===== src/rtl/seg7_scan_ctrl.sv =====
// Eight-digit multiplexed seven-segment scan controller.
// Double-buffered display registers commit only at frame boundaries.
module seg7_scan_ctrl #(
    parameter int SCAN_DIV = 50000,
    parameter int GAP      = 4
) (
    input  logic        clk,
    input  logic        rstn,
    input  logic [31:0] hexs,
    input  logic [7:0]  points,
    input  logic [7:0]  blank,
    input  logic        load,
    output logic        load_ack,
    output logic [7:0]  an,
    output logic [7:0]  seg,
    output logic        frame_done
);

    localparam int MAXC = (SCAN_DIV > GAP) ? SCAN_DIV : GAP;
    localparam int CW   = $clog2(MAXC) + 1;

    localparam logic [0:0] S_GAP  = 1'b0;
    localparam logic [0:0] S_SCAN = 1'b1;

    logic [0:0]    r_state;
    logic [2:0]    r_idx;
    logic [CW-1:0] r_cnt;
    logic [7:0]    r_an;
    logic [7:0]    r_seg;
    logic          r_frame_done;
    logic          r_load_ack;
    logic          r_pending;

    logic [31:0]   r_stg_hex;
    logic [7:0]    r_stg_pts;
    logic [7:0]    r_stg_blk;
    logic [31:0]   r_dsp_hex;
    logic [7:0]    r_dsp_pts;
    logic [7:0]    r_dsp_blk;

    logic          w_gap_end;
    logic          w_scan_end;
    logic          w_boundary;
    logic [3:0]    w_nib;

    function automatic logic [6:0] dec7(input logic [3:0] n);
        logic [6:0] s;
        s = 7'h7F;
        case (n)
            4'h0: s = 7'h40;
            4'h1: s = 7'h79;
            4'h2: s = 7'h24;
            4'h3: s = 7'h30;
            4'h4: s = 7'h19;
            4'h5: s = 7'h12;
            4'h6: s = 7'h02;
            4'h7: s = 7'h78;
            4'h8: s = 7'h00;
            4'h9: s = 7'h10;
            4'hA: s = 7'h08;
            4'hB: s = 7'h03;
            4'hC: s = 7'h46;
            4'hD: s = 7'h21;
            4'hE: s = 7'h06;
            4'hF: s = 7'h0E;
            default: s = 7'h7F;
        endcase
        return s;
    endfunction

    assign w_gap_end  = (r_state == S_GAP)  && (r_cnt == CW'(GAP - 1));
    assign w_scan_end = (r_state == S_SCAN) && (r_cnt == CW'(SCAN_DIV - 1));
    assign w_boundary = w_scan_end && (r_idx == 3'd7);
    assign w_nib      = r_dsp_hex[{r_idx, 2'b00} +: 4];

    always_ff @(posedge clk or negedge rstn) begin
        if (!rstn) begin
            r_state      <= S_GAP;
            r_idx        <= 3'd0;
            r_cnt        <= '0;
            r_an         <= 8'hFF;
            r_seg        <= 8'hFF;
            r_frame_done <= 1'b0;
        end else begin
            r_frame_done <= 1'b0;
            case (r_state)
                S_GAP: begin
                    if (w_gap_end) begin
                        r_state <= S_SCAN;
                        r_cnt   <= '0;
                        if (r_dsp_blk[r_idx]) begin
                            r_an  <= 8'hFF;
                            r_seg <= 8'hFF;
                        end else begin
                            r_an  <= ~(8'd1 << r_idx);
                            r_seg <= {~r_dsp_pts[r_idx], dec7(w_nib)};
                        end
                    end else begin
                        r_cnt <= r_cnt + CW'(1);
                    end
                end
                S_SCAN: begin
                    if (w_scan_end) begin
                        r_state      <= S_GAP;
                        r_cnt        <= '0;
                        r_idx        <= r_idx + 3'd1;
                        r_an         <= 8'hFF;
                        r_seg        <= 8'hFF;
                        r_frame_done <= (r_idx == 3'd7);
                    end else begin
                        r_cnt <= r_cnt + CW'(1);
                    end
                end
                default: begin
                    r_state <= S_GAP;
                    r_cnt   <= '0;
                    r_an    <= 8'hFF;
                    r_seg   <= 8'hFF;
                end
            endcase
        end
    end

    // A load in the boundary cycle lands in staging but stays pending.
    always_ff @(posedge clk or negedge rstn) begin
        if (!rstn) begin
            r_pending  <= 1'b0;
            r_load_ack <= 1'b0;
            r_stg_hex  <= '0;
            r_stg_pts  <= '0;
            r_stg_blk  <= '0;
            r_dsp_hex  <= '0;
            r_dsp_pts  <= '0;
            r_dsp_blk  <= '0;
        end else begin
            r_load_ack <= 1'b0;
            if (load) begin
                r_stg_hex <= hexs;
                r_stg_pts <= points;
                r_stg_blk <= blank;
            end
            if (w_boundary && r_pending) begin
                r_dsp_hex  <= r_stg_hex;
                r_dsp_pts  <= r_stg_pts;
                r_dsp_blk  <= r_stg_blk;
                r_load_ack <= 1'b1;
            end
            if (load) begin
                r_pending <= 1'b1;
            end else if (w_boundary) begin
                r_pending <= 1'b0;
            end
        end
    end

    assign an         = r_an;
    assign seg        = r_seg;
    assign frame_done = r_frame_done;
    assign load_ack   = r_load_ack;

endmodule


===== config.mk =====
export PLATFORM = sky130hd
export DESIGN_NAME = seg7_scan_ctrl
export DESIGN_NICKNAME = d
export VERILOG_FILES = /design/src/rtl/seg7_scan_ctrl.sv
export SDC_FILE = /design/constraint.sdc
export NUM_CORES = 1
export LEC_CHECK = 0
export BUFFER_PORTS_ARGS = -buffer_cell sky130_fd_sc_hd__buf_2
export CAP_MARGIN = 20
export CELL_PAD_IN_SITES_DETAIL_PLACEMENT = 1
export CELL_PAD_IN_SITES_GLOBAL_PLACEMENT = 1
export CORE_MARGIN = 2
export CORE_UTILIZATION = 48
export DETAILED_ROUTE_END_ITERATION = 8
export PLACE_DENSITY_LB_ADDON = 0.1
export SETUP_SLACK_MARGIN = 0.05
export SLEW_MARGIN = 10
export SYNTH_ARGS = -nofsm -noshare
export SYNTH_HDL_FRONTEND = slang
export SYNTH_SLANG_ARGS = --single-unit

===== constraint.sdc =====
create_clock -name clk -period 3 [get_ports clk]
set_clock_uncertainty 0.1 [all_clocks]
set_input_delay 0.45 -clock clk [delete_from_list [all_inputs] [get_ports clk]]
set_output_delay 0.45 -clock clk [all_outputs]
set_load 0.01 [all_outputs]

==> flow_metrics.py, run 1 <==
metrics = {
    "floorplan": {
        "num_rows": 40,
        "fp.dieW_um": 116,
        "die-area_mm2": 0.0134,
        "start_util_pct": 49.5,
        "die_height_um": 116,
        "io-pin-count": 69,
        "core_mm2": 0.0121,
    },
    "placement": {
        "gp_congestion": 0.790,
        "dp.cells": 653,
        "dpl.hpwl_um": 8620,
        "port_buffers": 68,
        "place_worst_setup_slack_ns": 0.275,
        "dpl_cell_area_mm2": 0.00654,
    },
    "power": {
        "finalPower_mw": 4.12,
        "power_density_mw_per_mm2": 577,
        "leakagePower_nw": 3.37,
        "peakVddDrop_v": 0.000383,
    },
    "synthesis": {
        "synth_commonest_cells": "dfrtp_1 (120), mux2_2 (78), nor2_1 (32), mux2_4 (20), nand2_1 (19)",
        "synth_top_area_share_pct": 50.1,
        "avgSynthCellArea_um2": 14.2,
        "async_flop_share_pct": 100,
        "yosysMostFrequentCell": "dfrtp_1",
        "synthCells": 423,
        "ys_ff_latch": 136,
        "ys_warn_count": 0,
        "synth_area_leaders": "dfrtp_1 (50%), mux2_2 (15%), dfstp_2 (7.0%), mux2_4 (5.0%), mux4_2 (4.5%)",
        "synth_top_area_cell": "dfrtp_1",
        "ys.flop_type": "dfrtp_1",
        "ys_types": 43,
        "netlist_area_mm2": 0.00599,
        "yosysSeqAreaShare_pct": 57.2,
        "synth_nets": 487,
        "synth-edff-count": 0,
    },
    "clocking": {
        "cts_root_buffer": "clkbuf_16",
        "cts_tree": "yes",
        "clk_path_buf_depth": 2,
        "htreeDepth": 4,
        "cts_made_buffers": 17,
        "cts_num_sinks": 136,
        "clock_latency_ns": 0.42,
        "cts_resized": 0,
        "path_clk_slew_ns": 0.06,
    },
    "layout": {
        "diodes": 0,
        "syn_to_final_growth_pct": 19.1,
        "stdcell_count": 686,
        "stdcell_area_mm2": 0.00713,
        "utilization_pct": 58.9,
        "drive_above_1_share_pct": 46.7,
        "finalNetCount": 569,
    },
    "hold_path": {
        "hold_class": "in2reg",
        "hold_path_depth": 2,
        "worstHoldStart": "hexs[26]",
        "hold_path_end": "r_stg_hex[26]",
    },
    "worst_setup_path": {
        "cp-start-kind": "flop",
        "critical_path_required_ns": 3.20,
        "ff2ff_setup_slack_ns": 0.26,
        "crit_path_end_kind": "flop",
        "r2r_end": "seg[1]",
        "cp_slowest_cell": "a211oi_2",
        "crit_chain": "mux4_2 > nor2_1 > o21bai_1 > a211oi_2 > a31oi_1",
        "cp_max_fo": 8,
        "critPathMaxStageDelay_ns": 0.65,
        "criticalPathCategory": "reg2reg",
        "reg2reg_depth": 5,
        "r2r-start": "r_idx[0]",
        "cp_data_arrival_time_ns": 2.94,
    },
    "sta": {
        "hold_viol": 0,
        "min_period_ns": 2.74,
        "worstMarginPinSlew_ns": 0.732,
        "rsz0062_at_grt": "no",
        "timing.slew.headroom_pct": 51.2,
        "finalCritPeriodShare_pct": 91.2,
        "tns_ns": 0,
        "whs_ns": 0.157,
        "setup-violations-final": 0,
        "finalMaxSlewViolations": 0,
        "setup_slack_ns": 0.263,
        "fmax_mhz": 365,
    },
    "global_routing": {
        "antenna_found_initial": 0,
        "top_usage_layer": "met2",
        "met2_usage_pct": 32.4,
        "grtUsageTotal_pct": 20.3,
        "grt_pass1_vias": 3952,
        "met3_usage_pct": 5.86,
        "overflow": 0,
        "grt_max_degree": 49,
        "grt_pass1_wl_um": 20400,
        "use_met1_pct": 26.5,
    },
    "detailed_routing": {
        "dr_total_vias": 3592,
        "viasPerCell": 5.24,
        "drt-pass1-iter-count": 4,
        "routedWlPerCell_um": 17.5,
        "finalWirelength_um": 12000,
        "drt_iter0_markers": 162,
        "drc_errors": 0,
        "ant_nets": 0,
    },
    "status": {
        "status": "complete, no violations",
    },
    "job": {
        "maxCapViolCount": 0,
    },
}
## critical path: cells and delay by family (launching register included)
family,cells,cell delay (ns)
compound gates,3,1.03
mux,1,0.58
simple gates,1,0.31
flops,1,0.60
## cell families after synthesis
family | share of synthesized area [%]
DFF | 57.2
xor gates and xnor gates | 2.49
AOI/OAI and AO/OA | 3.18
and+or+nand+nor | 6.71
adders and majority gates | 2.72
buffers and inverters | 2.57
muxes | 25.2
## where the power goes
| group | switching [mW] | internal, mW |
|---|---|---|
| logic | 0.0724 | 0.0880 |
| clock network | 0.729 | 1.29 |
| registers | 0.0394 | 1.90 |
| total | 0.840 | 3.28 |
## cell usage in the layout, fill, tap and decap left out, types with 6 or more instances in the layout
cell and n:
nor2_1 32, xor2_1 6, xnor2_1 11, buf_2 67, nand3_1 6, dfstp_2 16
mux2_4 20, inv_1 11, a21oi_1 6, a31oi_1 11, mux2i_1 6, mux2_2 78
clkbuf_16 17, buf_4 13, mux4_2 12, ha_1 13, dfrtp_1 120, nand2_1 19
## state kept, by name, summed over array words and instances, names as in the netlist
signal,cells
an,8
frame_done,1
load_ack,1
r_cnt,17
r_dsp_blk,8
r_dsp_hex,32
r_dsp_pts,8
r_idx,3
r_pending,1
r_state,1
r_stg_blk,8
r_stg_hex,32
r_stg_pts,8
seg,8
## what timing repair did
| item | in CTS | in global routing |
|---|---|---|
| endpoints found under the hold margin | 38 | 0 |
| hold buffers | 1 | 0 |
| buffers inserted | 0 | 0 |
## per-layer routing
layer	part of all wire (%)	up-vias
met5	0	-
met4	1.3	0
met3	3.3	12
met2	49	63
met1	46	1857
li1	-	1660
## area by class of cell
cell class	instances	area [um2]
Multi-Input combinational cell	256	2410
Fill cell	1218	4980
Tap cell	168	210
Timing Repair Buffer	82	463
Clock buffer	25	485
Sequential cell	136	3420
Inverter	12	45.0
Clock inverter	7	95.1
## how the worst max path moves through the flow
stage / from / end / slack (ns) / depth (start not counted)
3_5_place_dp: r_idx[0] / seg[1] / 0.27 / 5
6_report: r_idx[0] / seg[1] / 0.26 / 5
3_3_place_gp: r_idx[0] / seg[3] / 0.32 / 5
2_1_floorplan: r_idx[1] / seg[5] / 0.49 / 9
5_1_grt: r_idx[0] / seg[0] / 0.07 / 5
4_1_cts: r_idx[0] / seg[1] / 0.23 / 5
Note: power is estimated with default switching activity, not from simulation.
==> run 2: changes to the inputs <==
--- a/config.mk
+++ b/config.mk
@@ -9,7 +9,6 @@
 export CAP_MARGIN = 20
 export CELL_PAD_IN_SITES_DETAIL_PLACEMENT = 1
 export CELL_PAD_IN_SITES_GLOBAL_PLACEMENT = 1
-export CORE_MARGIN = 2
 export CORE_UTILIZATION = 48
 export DETAILED_ROUTE_END_ITERATION = 8
 export PLACE_DENSITY_LB_ADDON = 0.1
@@ -18,3 +17,4 @@
 export SYNTH_ARGS = -nofsm -noshare
 export SYNTH_HDL_FRONTEND = slang
 export SYNTH_SLANG_ARGS = --single-unit
+export TNS_END_PERCENT = 10
==> run 2 against run 1 <==
Effect of this change:
- wire length is 6.8% higher
- sequential share of layout area is 0.067 points lower
- critical path depth did not move
- power is 1.3% higher
- count of clock-buffer cells in the layout down 4
- die area down 3.4%
- global-route usage is 2.2 points higher
- clock power up 2%
- via count is 0.50% higher
- utilization grew 0.083 points
- flip-flop and latch count did not move
- cell area rose by 0.14%
- largest cell class unchanged
==> flow_metrics.py, run 2 (synthesis gave the netlist of run 1 again) <==
metrics = {
    "status": {
        "status": "complete, no violations",
    },
    "detailed_routing": {
        "dr_total_vias": 3610,
        "ant_nets": 0,
        "drt_iter0_markers": 168,
        "viasPerCell": 5.27,
        "routedWlPerCell_um": 18.7,
        "finalWirelength_um": 12800,
        "drc_errors": 0,
        "drt-pass1-iter-count": 4,
    },
    "layout": {
        "mostFrequentLayoutCells": "dfrtp_1 (120), mux2_2 (78), buf_2 (67)",
        "diodes": 0,
        "drive_above_1_share_pct": 47.4,
        "stdcell_area_mm2": 0.00714,
        "syn_to_final_growth_pct": 19.3,
        "stdcell_count": 685,
        "finalNetCount": 569,
        "fill_cells": 1226,
        "layout_commonest_cell": "dfrtp_1",
        "top_regs": "r_dsp_hex x32, r_stg_hex x32, r_cnt x17",
    },
    "worst_setup_path": {
        "cp-start-kind": "flop",
        "criticalPathCategory": "reg2reg",
        "cp_data_arrival_time_ns": 2.96,
        "crit_family": "compound AO/OA/AOI/OAI gates",
        "crit_chain": "mux4_2 > nor2_1 > o21bai_1 > a211oi_2 > a31oi_1",
        "crit_path_end_kind": "flop",
        "worst-path-buf-inv": 0,
        "critPathMaxStageDelay_ns": 0.65,
        "cp_max_fo": 8,
        "critical_path_required_ns": 3.21,
        "cp_slowest_cell": "a211oi_2",
    },
    "sta": {
        "fmax_mhz": 364,
        "tns_ns": 0,
        "finalCritPeriodShare_pct": 91.6,
        "whs_ns": 0.157,
        "min_period_ns": 2.75,
        "rsz0062_at_grt": "no",
        "hold_viol": 0,
        "timing.slew.headroom_pct": 48.1,
        "setup-violations-final": 0,
        "worstMarginPinSlew_ns": 0.779,
        "finalMaxSlewViolations": 0,
    },
    "floorplan": {
        "die_height_um": 114,
        "fp.dieW_um": 114,
        "num_rows": 40,
        "io-pin-count": 69,
        "die-area_mm2": 0.0129,
        "core_mm2": 0.0121,
        "start_util_pct": 49.5,
    },
    "power": {
        "peakVddDrop_v": 0.000397,
        "finalPower_mw": 4.17,
        "power_density_mw_per_mm2": 584,
        "leakagePower_nw": 3.38,
    },
    "placement": {
        "dpl_cell_area_mm2": 0.00654,
        "port_buffers": 68,
        "gp_congestion": 0.743,
        "dp.cells": 653,
        "dpl.hpwl_um": 8850,
    },
    "global_routing": {
        "antenna_found_initial": 0,
        "grt_max_degree": 49,
        "grt_pass1_vias": 3965,
        "grt_pass1_wl_um": 21400,
        "overflow": 0,
        "grtUsageTotal_pct": 22.5,
    },
    "clocking": {
        "postCtsSetupBuffers": 0,
        "path_clk_slew_ns": 0.06,
        "cts_made_buffers": 17,
        "cts_tree": "yes",
        "clock_latency_ns": 0.42,
        "clk_path_buf_depth": 2,
        "cts_root_buffer": "clkbuf_16",
        "cts_resized": 0,
        "postCtsHoldBufs": 1,
        "cts_num_sinks": 136,
        "htreeDepth": 4,
    },
    "hold_path": {
        "hold_class": "in2reg",
    },
    "job": {
        "maxCapViolCount": 0,
    },
}
-- run 2: stage by stage --
stage | util, % | setup slack [ns]
floorplan | - | 0.494
global placement | 54.0 | 0.300
detailed placement | 54.0 | 0.254
CTS | 59.0 | 0.239
global route | 59.0 | 0.0875
finish | 59.0 | 0.253
-- run 2: report_power, final --
group          switching [mW]  total, mW  internal (mW)
Clock                   0.779       2.07           1.29
Sequential             0.0406       1.94           1.90
Combinational          0.0754      0.164         0.0883
-- run 2: worst paths after layout --
check	start	end	slack (ns)	cells past startpoint
hold / removal	blank[1]	r_stg_blk[1]	0.16	2
setup / recovery	r_idx[0]	seg[4]	0.25	5
hold reg to reg	r_cnt[0]	r_cnt[0]	0.36	1
max in group asynchronous	rstn	an[7]	1.49	3
min in group asynchronous	rstn	r_dsp_hex[10]	0.48	2
setup reg to reg	r_idx[0]	seg[4]	0.25	5
-- run 2: area by class of cell --
| class | count | area, um2 | area share (%) |
|---|---|---|---|
| Sequential cell | 136 | 3420 | 47.9 |
| Timing Repair Buffer | 82 | 463 | 6.48 |
| Tap cell | 168 | 210 | 2.94 |
| Inverter | 12 | 45.0 | 0.630 |
| Clock buffer | 21 | 470 | 6.58 |
| Clock inverter | 10 | 120 | 1.68 |
| Multi-Input combinational cell | 256 | 2410 | 33.8 |
-- run 2: layer usage --
layer	share of wire, %	vias to the layer above	wire length (um)	track usage (%)
met2	50	71	6360	36.3
li1	-	1658	-	-
met5	0	-	0	0
met1	45	1862	5750	29.2
met3	3.6	19	463	5.84
met4	1.8	0	228	8.60
-- run 2: worst reg2reg max path, stage by stage (launching register included) --
cell      delay, ns
dfrtp_1        0.63
mux4_2         0.59
nor2_1         0.29
o21bai_1       0.22
a211oi_2       0.65
a31oi_1        0.16
